## config.mk

```make
export PLATFORM = sky130hd
export DESIGN_NAME = event_packetizer_flat
export DESIGN_NICKNAME = d
export VERILOG_FILES = /design/src/rtl/event_packetizer_if.sv /design/src/rtl/event_packetizer.sv /design/src/flat_wrapper.sv
export SDC_FILE = /design/constraint.sdc
export NUM_CORES = 1
export LEC_CHECK = 0
export ABC_AREA = 1
export CORE_ASPECT_RATIO = 0.7
export CORE_UTILIZATION = 50
export DETAILED_ROUTE_END_ITERATION = 16
export PLACE_DENSITY_LB_ADDON = 0.15
export REMOVE_ABC_BUFFERS = 1
export SLEW_MARGIN = 25
export SYNTH_ARGS = -nofsm -noshare
export SYNTH_HDL_FRONTEND = slang
export SYNTH_SLANG_ARGS = --single-unit
```

## constraint.sdc

```tcl
create_clock -name clk -period 3.1 [get_ports clk]
set_clock_uncertainty 0.2 [all_clocks]
set_input_delay 0.62 -clock clk [delete_from_list [all_inputs] [get_ports clk]]
set_output_delay 0.62 -clock clk [all_outputs]
set_load 0.05 [all_outputs]
```

## src/rtl/event_packetizer_if.sv

```systemverilog
// AXI-Stream link used on both sides of the event packetizer.
interface event_packetizer_if #(
  parameter int DW = 32
);
  logic [DW-1:0] tdata;
  logic          tvalid;
  logic          tready;
  logic          tlast;

  modport master (output tdata, output tvalid, output tlast, input tready);
  modport slave  (input tdata, input tvalid, input tlast, output tready);
endinterface

```

## src/rtl/event_packetizer.sv

```systemverilog
// Time-stamps detector pulse words on acceptance, buffers them in a FWFT FIFO
// and emits packets of events closed by a trailer word (full or idle timeout).
module event_packetizer #(
  parameter int FIFO_AW        = 4,
  parameter int PKT_LEN        = 64,
  parameter int TIMEOUT_CYCLES = 1024
) (
  input  logic               clk,
  input  logic               rst,
  event_packetizer_if.slave  s_axis,
  event_packetizer_if.master m_axis,
  output logic [FIFO_AW:0]   fifo_level,
  output logic [31:0]        packet_count
);

  localparam int DEPTH = 1 << FIFO_AW;
  localparam int TW    = (TIMEOUT_CYCLES > 1) ? $clog2(TIMEOUT_CYCLES) : 1;
  localparam logic [FIFO_AW:0] DEPTH_V      = DEPTH[FIFO_AW:0];
  localparam logic [15:0]      PKT_LEN_V    = 16'(PKT_LEN);
  localparam logic [TW-1:0]    TIMEOUT_LAST = TW'(TIMEOUT_CYCLES - 1);

  typedef enum logic [1:0] {
    S_IDLE,
    S_STREAM,
    S_TRAILER
  } state_t;

  state_t             state, state_nxt;
  logic [19:0]        ts;
  logic [31:0]        mem [DEPTH];
  logic [FIFO_AW-1:0] wr_ptr, rd_ptr;
  logic [FIFO_AW:0]   count;
  logic               fifo_empty, fifo_full;
  logic               push, pop;
  logic [15:0]        evt_cnt, evt_cnt_inc;
  logic [TW-1:0]      idle_timer;
  logic [7:0]         seq;
  logic               pkt_full, timed_out;
  logic               unused_in;

  // Amplitude lives in [11:0]; the upper bits and the inbound tlast carry nothing here.
  assign unused_in = ^{s_axis.tdata[31:12], s_axis.tlast};

  assign fifo_empty    = (count == '0);
  assign fifo_full     = (count == DEPTH_V);
  assign fifo_level    = count;
  assign s_axis.tready = !fifo_full;
  assign push          = s_axis.tvalid && !fifo_full;
  assign pop           = (state == S_STREAM) && !fifo_empty && m_axis.tready;
  assign evt_cnt_inc   = evt_cnt + 16'd1;
  assign pkt_full      = pop && (evt_cnt_inc == PKT_LEN_V);
  assign timed_out     = fifo_empty && (idle_timer == TIMEOUT_LAST);

  // Free-running 20-bit timestamp.
  always_ff @(posedge clk) begin
    // NOTE: sequential state uses non-blocking assignments so every flop samples pre-edge values.
    if (rst) ts <= '0;
    else     ts <= ts + 20'd1;
  end

  // FIFO storage write: {timestamp, amplitude} captured on the accept cycle.
  always_ff @(posedge clk) begin
    // NOTE: the storage array is not reset; the pointers and count decide which words are valid.
    if (push) mem[wr_ptr] <= {ts, s_axis.tdata[11:0]};
  end

  // FIFO pointers and occupancy; simultaneous push and pop keep the level.
  always_ff @(posedge clk) begin
    if (rst) begin
      wr_ptr <= '0;
      rd_ptr <= '0;
      count  <= '0;
    end else begin
      if (push) wr_ptr <= wr_ptr + 1'b1;
      if (pop)  rd_ptr <= rd_ptr + 1'b1;
      case ({push, pop})
        2'b10:   count <= count + 1'b1;
        2'b01:   count <= count - 1'b1;
        default: count <= count;
      endcase
    end
  end

  // FSM state register.
  always_ff @(posedge clk) begin
    if (rst) state <= S_IDLE;
    else     state <= state_nxt;
  end

  // FSM next-state: open on data, close on full packet or idle timeout.
  always_comb begin
    // NOTE: default first so every path assigns state_nxt and no latch is inferred.
    state_nxt = state;
    case (state)
      S_IDLE:    if (!fifo_empty) state_nxt = S_STREAM;
      S_STREAM:  if (pkt_full || timed_out) state_nxt = S_TRAILER;
      S_TRAILER: if (m_axis.tready) state_nxt = S_IDLE;
      default:   state_nxt = S_IDLE;
    endcase
  end

  // Per-packet event count, idle timer, trailer sequence and packet counter.
  always_ff @(posedge clk) begin
    if (rst) begin
      evt_cnt      <= '0;
      idle_timer   <= '0;
      seq          <= '0;
      packet_count <= '0;
    end else begin
      case (state)
        S_IDLE: begin
          evt_cnt    <= '0;
          idle_timer <= '0;
        end
        S_STREAM: begin
          if (pop) begin
            evt_cnt    <= evt_cnt_inc;
            idle_timer <= '0;
          end else if (fifo_empty && !timed_out) begin
            // Words held by backpressure do not count as idle time.
            idle_timer <= idle_timer + TW'(1);
          end
        end
        S_TRAILER: begin
          if (m_axis.tready) begin
            seq          <= seq + 8'd1;
            packet_count <= packet_count + 32'd1;
          end
        end
        default: ;
      endcase
    end
  end

  // FSM outputs: FIFO head while streaming, trailer word with tlast to close.
  always_comb begin
    m_axis.tvalid = 1'b0;
    m_axis.tlast  = 1'b0;
    m_axis.tdata  = '0;
    case (state)
      S_STREAM: begin
        m_axis.tvalid = !fifo_empty;
        m_axis.tdata  = fifo_empty ? 32'd0 : mem[rd_ptr];
      end
      S_TRAILER: begin
        m_axis.tvalid = 1'b1;
        m_axis.tlast  = 1'b1;
        m_axis.tdata  = {8'hA5, seq, evt_cnt};
      end
      default: ;
    endcase
  end

endmodule

```

## src/flat_wrapper.sv

```systemverilog
// flat-port wrapper written by rule: the top's interface ports become plain ports
module event_packetizer_flat 
#(
  parameter int FIFO_AW        = 4,
  parameter int PKT_LEN        = 64,
  parameter int TIMEOUT_CYCLES = 1024
)
  (clk, rst, fifo_level, packet_count, s_axis_tdata, s_axis_tvalid, s_axis_tlast, s_axis_tready, m_axis_tdata, m_axis_tvalid, m_axis_tlast, m_axis_tready);
  event_packetizer_if s_axis_i ();
  event_packetizer_if m_axis_i ();
  input  logic clk;
  input  logic rst;
  output logic [FIFO_AW:0] fifo_level;
  output logic [31:0] packet_count;
  input wire logic [$bits(s_axis_i.tdata)-1:0] s_axis_tdata;
  input wire logic [$bits(s_axis_i.tvalid)-1:0] s_axis_tvalid;
  input wire logic [$bits(s_axis_i.tlast)-1:0] s_axis_tlast;
  output wire logic [$bits(s_axis_i.tready)-1:0] s_axis_tready;
  output wire logic [$bits(m_axis_i.tdata)-1:0] m_axis_tdata;
  output wire logic [$bits(m_axis_i.tvalid)-1:0] m_axis_tvalid;
  output wire logic [$bits(m_axis_i.tlast)-1:0] m_axis_tlast;
  input wire logic [$bits(m_axis_i.tready)-1:0] m_axis_tready;
  assign s_axis_i.tdata = s_axis_tdata;
  assign s_axis_i.tvalid = s_axis_tvalid;
  assign s_axis_i.tlast = s_axis_tlast;
  assign s_axis_tready = s_axis_i.tready;
  assign m_axis_tdata = m_axis_i.tdata;
  assign m_axis_tvalid = m_axis_i.tvalid;
  assign m_axis_tlast = m_axis_i.tlast;
  assign m_axis_i.tready = m_axis_tready;
  event_packetizer #(.FIFO_AW(FIFO_AW), .PKT_LEN(PKT_LEN), .TIMEOUT_CYCLES(TIMEOUT_CYCLES)) u_core (.clk(clk), .rst(rst), .s_axis(s_axis_i), .m_axis(m_axis_i), .fifo_level(fifo_level), .packet_count(packet_count));
endmodule
```

==> results of run 1 <==
-- power by group --
part	internal, mW	switching (mW)	total (mW)	leakage [nW]
Clock	3.89	3.11	6.99	0.908
Sequential	9.09	0.116	9.20	5.31
Combinational	1.86	2.55	4.40	4.49
-- cell usage after synthesis, drive strengths merged (20+ instances only) --
master and number:
nor3 26, clkbuf 43, o211ai 107, o21ai 216, mux2i 122, nor2 122, buf 67, nand4 20
nand3 83, inv 243, dfxtp 105, nand2 170, a21oi 233, edfxtp 512
-- worst max-delay path, stage by stage, from the launching register on --
cell and delay [ns]:
dfxtp_4 0.42, buf_12 0.18, buf_16 0.14, mux2i_1 0.07, o211ai_1 0.22, o21ai_1 0.11
o21ai_1 0.15, buf_4 0.14, nand3_2 0.05, o21ai_1 0.08, bufbuf_16 0.30
-- layer usage --
metal  global-route usage, %  up-vias
met2                   39.33      572
met1                   35.20     8472
met3                   4.629       92
met4                   6.731        0
met5                       0        -
li1                        -     8180
-- what timing repair did --
action,in CTS,in global routing
gates cloned,10,7
resized for setup,166,66
setup buffers,23,2
setup endpoints to repair,33,33
hold buffers,0,0
pin swaps,32,40
-- path summary, 6_finish.rpt --
path / from / end / depth (start not counted)
worst max-delay path: flop / m_axis_tdata[3] / 10
worst min-delay path: u_core.ts[0] / u_core.ts[0] / 1
worst max register to register: u_core.fifo_level[2] / u_core.fifo_level[4] / 13
worst min register to register: u_core.ts[0] / u_core.ts[0] / 1
-- cells in the final DEF, fill, tap and decap left out, types with 5 or more instances in the layout --
cell / synthesis / final
nand3_1: 81 / 80
o21a_1: 5 / 5
nor3b_1: 5 / 5
nand2_1: 157 / 155
buf_6: 2 / 22
nor2_4: 4 / 21
clkdlybuf4s50_1: 0 / 52
nor2_2: 5 / 5
buf_12: 1 / 49
nand4_1: 19 / 19
xnor2_1: 8 / 8
mux2i_1: 122 / 122
o211ai_1: 107 / 107
buf_16: 0 / 8
inv_1: 240 / 235
buf_8: 0 / 11
bufbuf_16: 0 / 5
clkinv_1: 2 / 13
inv_2: 2 / 6
dfxtp_1: 105 / 97
o21ai_1: 1 / 57
nand2_2: 12 / 12
nor3_1: 25 / 25
o21bai_4: 0 / 12
a21oi_2: 11 / 47
clkbuf_16: 0 / 66
ha_1: 17 / 14
edfxtp_1: 512 / 512
or2_4: 0 / 6
clkbuf_8: 0 / 6
clkinv_2: 0 / 10
o21ai_0: 215 / 152
buf_4: 17 / 71
a21oi_1: 221 / 183
nor2_1: 113 / 96
xor2_1: 14 / 14
dfxtp_2: 0 / 5
clkbuf_1: 43 / 12
-- registers in the layout, summed over array words and instances, names as in the netlist, named ones only --
| name | flops |
|---|---|
| u_core.mem | 512 |
| u_core.packet_count | 32 |
| u_core.ts | 20 |
| u_core.evt_cnt | 16 |
| u_core.idle_timer | 10 |
| u_core.seq | 8 |
| u_core.fifo_level | 5 |
| u_core.rd_ptr | 4 |
| u_core.wr_ptr | 4 |
| u_core.state | 2 |
-- logic make-up after synthesis --
| logic type | count (synthesis) | share of synthesized area (%) |
|---|---|---|
| DFF | 617 | 67.13 |
| adders and majority gates | 18 | 0.8939 |
| and+or+nand+nor | 444 | 7.829 |
| xor gates and xnor gates | 22 | 0.7402 |
| muxes | 122 | 4.691 |
| buffers and inverters | 355 | 5.633 |
| AOI/OAI and AO/OA | 595 | 13.08 |
-- per-stage QoR --
stage               worst slack, ns  instance area, sq um  TNS, ns  hold WS [ns]  utilization [%]
floorplan                    -7.994                 25490  -593.02        0.2467                -
global placement            0.04645                 28540        0        0.2495            55.84
detailed placement          0.02891                 28540        0        0.2551            55.84
CTS                         -0.1975                 31400   -4.252        0.2692            61.44
global route                -0.2981                 31760   -7.163        0.3103            62.14
finish                      -0.2146                 31760   -3.839        0.2640            62.14
-- final cells by class --
cell class	instances	area [sq um]
inverters	245	927.1
clock buffers	77	1604
repair buffers	226	3010
fillers	3888	19350
well taps	674	843.3
clock inverters	31	246.5
multi-input cells	1201	7634
flip-flops and latches	617	17490
==> results.json, run 1 <==
{
  "maxCapViolCount": 0,
  "worst_pin_slew_ns": 0.7838,
  "max_freq_ghz": 0.3017,
  "layout.nets": 2404,
  "synth_top_area_cell": "edfxtp_1",
  "dieArea_sq_um": 53000,
  "drive_above_1_share_pct": 17.06,
  "yosysSeqAreaShare_pct": 67.13,
  "peakVddDrop_v": 0.0005742,
  "required_ns": 2.28,
  "path_max_fanout": 11,
  "wl_met3_microns": 4803,
  "hold_class": "reg2reg",
  "die_width_microns": 274.7,
  "violations": "DRC, setup timing",
  "synth_warnings": 0,
  "dp_hpwl_microns": 35310,
  "clk_pin_slew_ns": 0.06,
  "critPathLaunchType": "flop",
  "gp_congestion": 0.8427,
  "syn_area_sq_um": 26030,
  "slew_viol_final": 0,
  "synth_edf_count": 512,
  "cts_tree": "done",
  "std_cell_rows": 69,
  "grt_pass1_wl_microns": 97520,
  "initial_core_util_pct": 50.94,
  "dr_wl_met2_microns": 30660,
  "cts-buffers-inserted": 58,
  "rsz0062_at_grt": "yes",
  "synth_top_area_share_pct": 59.06,
  "core_sq_um": 51110,
  "power_mw": 20.60,
  "crit_type": "reg2out",
  "max-slew-margin-rel_pct": 47.74,
  "vias": 17316,
  "diodes": 0,
  "synth-seq-cells": 617,
  "cts.path.max_buffers": 3,
  "endpoint_kind": "output port",
  "ys_types": 53,
  "synthFlopType": "edfxtp_1",
  "clock_sinks": 617,
  "final_cells": 3071,
  "grt_max_degree": 75,
  "wl_per_cell_microns": 21.66,
  "wl_microns": 66510,
  "final-setup-viol-count": 32,
  "grt_antenna_before_repair": 0,
  "syn_to_final_growth_pct": 21.99,
  "synth_area_leaders": "edfxtp_1, dfxtp_1, mux2i_1",
  "dr.first_iter.drc_count": 1717,
  "io_buffers": 87,
  "via_per_inst": 5.639,
  "m1WireLength_microns": 29630,
  "reg2reg_setup_slack_ns": 0.47,
  "synthArstFlopShare_pct": 0,
  "drtPass1Iterations": 12,
  "clkLatencyLatePin_ns": 0.63,
  "final-hold-violation-count": 0,
  "avgSynthCellArea_sq_um": 11.98,
  "top_layer": "met4",
  "die_h_microns": 192.9,
  "root_buffer": "clkbuf_16",
  "dp.cells": 2923,
  "drcViolationCount": 3,
  "worstPathArrival_ns": 2.49,
  "status": "finished with violations",
  "power_density_nw_per_um2": 648.6,
  "grt_pass1_vias": 16063,
  "power.leakage_nw": 10.70,
  "fin_ws_ns": -0.2146,
  "final.min_clock_period_ns": 3.315,
  "grt.total_usage_pct": 24.83,
  "finalCritPeriodShare_pct": 106.9,
  "io_pins": 109,
  "netlist_instances": 2173,
  "cts_max_level": 2,
  "ant_nets": 0,
  "gr-total-overflow": 0
}
No activity file was read; power rests on OpenSTA's default activity.
==> run 2: changes to the inputs <==
Settings changed: RECOVER_POWER set to 100.
==> run 2 against run 1 <==
Effect of this change:
- clock power about the same
- highest routed layer unchanged
- critical path depth unchanged
- register-to-register slack worse by 0.41 ns
- first-iteration DRC count up 1.1%
- largest cell class unchanged
- total power down 0.26%
- the flow finishes with violations (DRC, capacitance limit, slew limit, setup timing)
- sequential cell count unchanged
- setup slack better by 0.014 ns
- non-clock buffer count unchanged
- clock-buffer cell count unchanged
- via count about the same
==> results.json, run 2 (synthesis results as in run 1) <==
{
  "required_ns": 2.28,
  "vias": 17326,
  "power_mw": 20.55,
  "worstPathArrival_ns": 2.48,
  "cts-buffers-inserted": 58,
  "gp_congestion": 0.8427,
  "top_register": "u_core.mem",
  "io_pins": 109,
  "max-slew-margin-rel_pct": -39.24,
  "diodes": 0,
  "wl_microns": 66370,
  "syn_to_final_growth_pct": 20.60,
  "root_buffer": "clkbuf_16",
  "clkLatencyLatePin_ns": 0.63,
  "power.leakage_nw": 10.68,
  "wl_per_cell_microns": 21.61,
  "final_common_cell": "edfxtp_1",
  "grt_pass1_vias": 16063,
  "clock_sinks": 617,
  "drcViolationCount": 3,
  "final.min_clock_period_ns": 3.301,
  "dp_hpwl_microns": 35310,
  "cts_max_level": 2,
  "dieArea_sq_um": 53000,
  "dp.cells": 2923,
  "worst_pin_slew_ns": 2.089,
  "die_h_microns": 192.9,
  "drtPass1Iterations": 12,
  "layout.nets": 2404,
  "via_per_inst": 5.642,
  "grt.total_usage_pct": 24.83,
  "finalCritPeriodShare_pct": 106.5,
  "grt_max_degree": 75,
  "final_cell_mix": "edfxtp_1, inv_1, a21oi_1",
  "endpoint_kind": "output port",
  "std_cell_rows": 69,
  "max_freq_ghz": 0.3030,
  "core_sq_um": 51110,
  "initial_core_util_pct": 50.94,
  "final-hold-violation-count": 0,
  "peakVddDrop_v": 0.0005733,
  "die_width_microns": 274.7,
  "critPathLaunchType": "flop",
  "io_buffers": 87,
  "path_max_fanout": 11,
  "clk_pin_slew_ns": 0.06,
  "fin_ws_ns": -0.2009,
  "status": "finished with violations",
  "grt_pass1_wl_microns": 97520,
  "rsz0062_at_grt": "yes",
  "power_density_nw_per_um2": 654.4,
  "final-setup-viol-count": 32,
  "grt_antenna_before_repair": 0,
  "gr-total-overflow": 0,
  "final_cells": 3071,
  "slew_viol_final": 96,
  "maxCapViolCount": 2,
  "largestRegisters": "u_core.mem x512, u_core.packet_count x32, u_core.ts x20",
  "violations": "DRC, capacitance limit, slew limit, setup timing",
  "cts_tree": "done",
  "largest_reg_flops": 512,
  "postLayoutCoreUtil_pct": 61.43,
  "cts.path.max_buffers": 3,
  "ant_nets": 0,
  "dp_slack_ns": 0.02891,
  "crit_type": "reg2out",
  "timing.setup.tns_ns": -3.840,
  "dr.first_iter.drc_count": 1736,
  "drive_above_1_share_pct": 15.48,
  "hold_class": "reg2reg"
}
-- run 2: cell types whose count changed in the layout (fill, tap and decap cells not counted), moves of 4 or more --
cell	delta
dlygate4sd3_1	+50
clkbuf_4	+15
clkbuf_1	+23
nor2_1	+10
nor2_4	-6
buf_12	-16
buf_4	-24
nor2_2	-4
clkdlybuf4s50_1	-50
-- run 2: critical path, stage by stage (launching register included) --
cell       delay [ns]
dfxtp_4          0.42
buf_12           0.18
buf_16           0.14
mux2i_1          0.07
o211ai_1         0.22
o21ai_1          0.11
o21ai_1          0.15
buf_4            0.14
nand3_2          0.05
o21ai_1          0.08
bufbuf_16        0.30
-- run 2: cell type report --
| class | instances | area [sq um] |
|---|---|---|
| clock buffers | 77 | 1604 |
| clock inverters | 31 | 246.5 |
| fillers | 3957 | 19710 |
| inverters | 245 | 927.1 |
| multi-input cells | 1201 | 7564 |
| flip-flops and latches | 617 | 17490 |
| well taps | 674 | 843.3 |
| repair buffers | 226 | 2719 |
-- run 2: final timing paths --
kind | start | end | slack (ns) | cells past startpoint
worst min-delay path | u_core.ts[0] | u_core.ts[0] | 0.27 | 1
worst max-delay path | flop | m_axis_tdata[3] | -0.20 | 10
worst min register to register | u_core.ts[0] | u_core.ts[0] | 0.27 | 1
worst max register to register | u_core.fifo_level[2] | u_core.idle_timer[3] | 0.06 | 12
-- run 2: layer usage --
layer  vias up  track usage (%)  wire, microns
met5         -                0              0
met1      8501            35.20          29580
met4         0            6.731           1366
met3        87            4.629           4678
met2       545            39.33          30740
li1       8193                -              -
-- run 2: stage by stage --
step | hold WS, ns | cell area, sq um
floorplan | 0.2467 | 25490
global placement | 0.2495 | 28540
CTS | 0.2692 | 31400
global route | 0.3087 | 31400
finish | 0.2665 | 31400
detailed placement | 0.2551 | 28540
-- run 2: what timing repair did --
action | in CTS | in global routing
endpoints found under the setup margin | 33 | 33
gates resized for setup | 166 | 66
hold buffers | 0 | 0
pin swaps | 32 | 40
gates cloned | 10 | 7
setup buffers | 23 | 2
-- run 2: power by group --
part           switching (mW)  total (mW)  internal, mW  leakage, nW
combinational            2.53        4.35          1.82         4.46
sequential              0.116        9.20          9.09         5.31
clock                    3.11        6.99          3.89        0.908
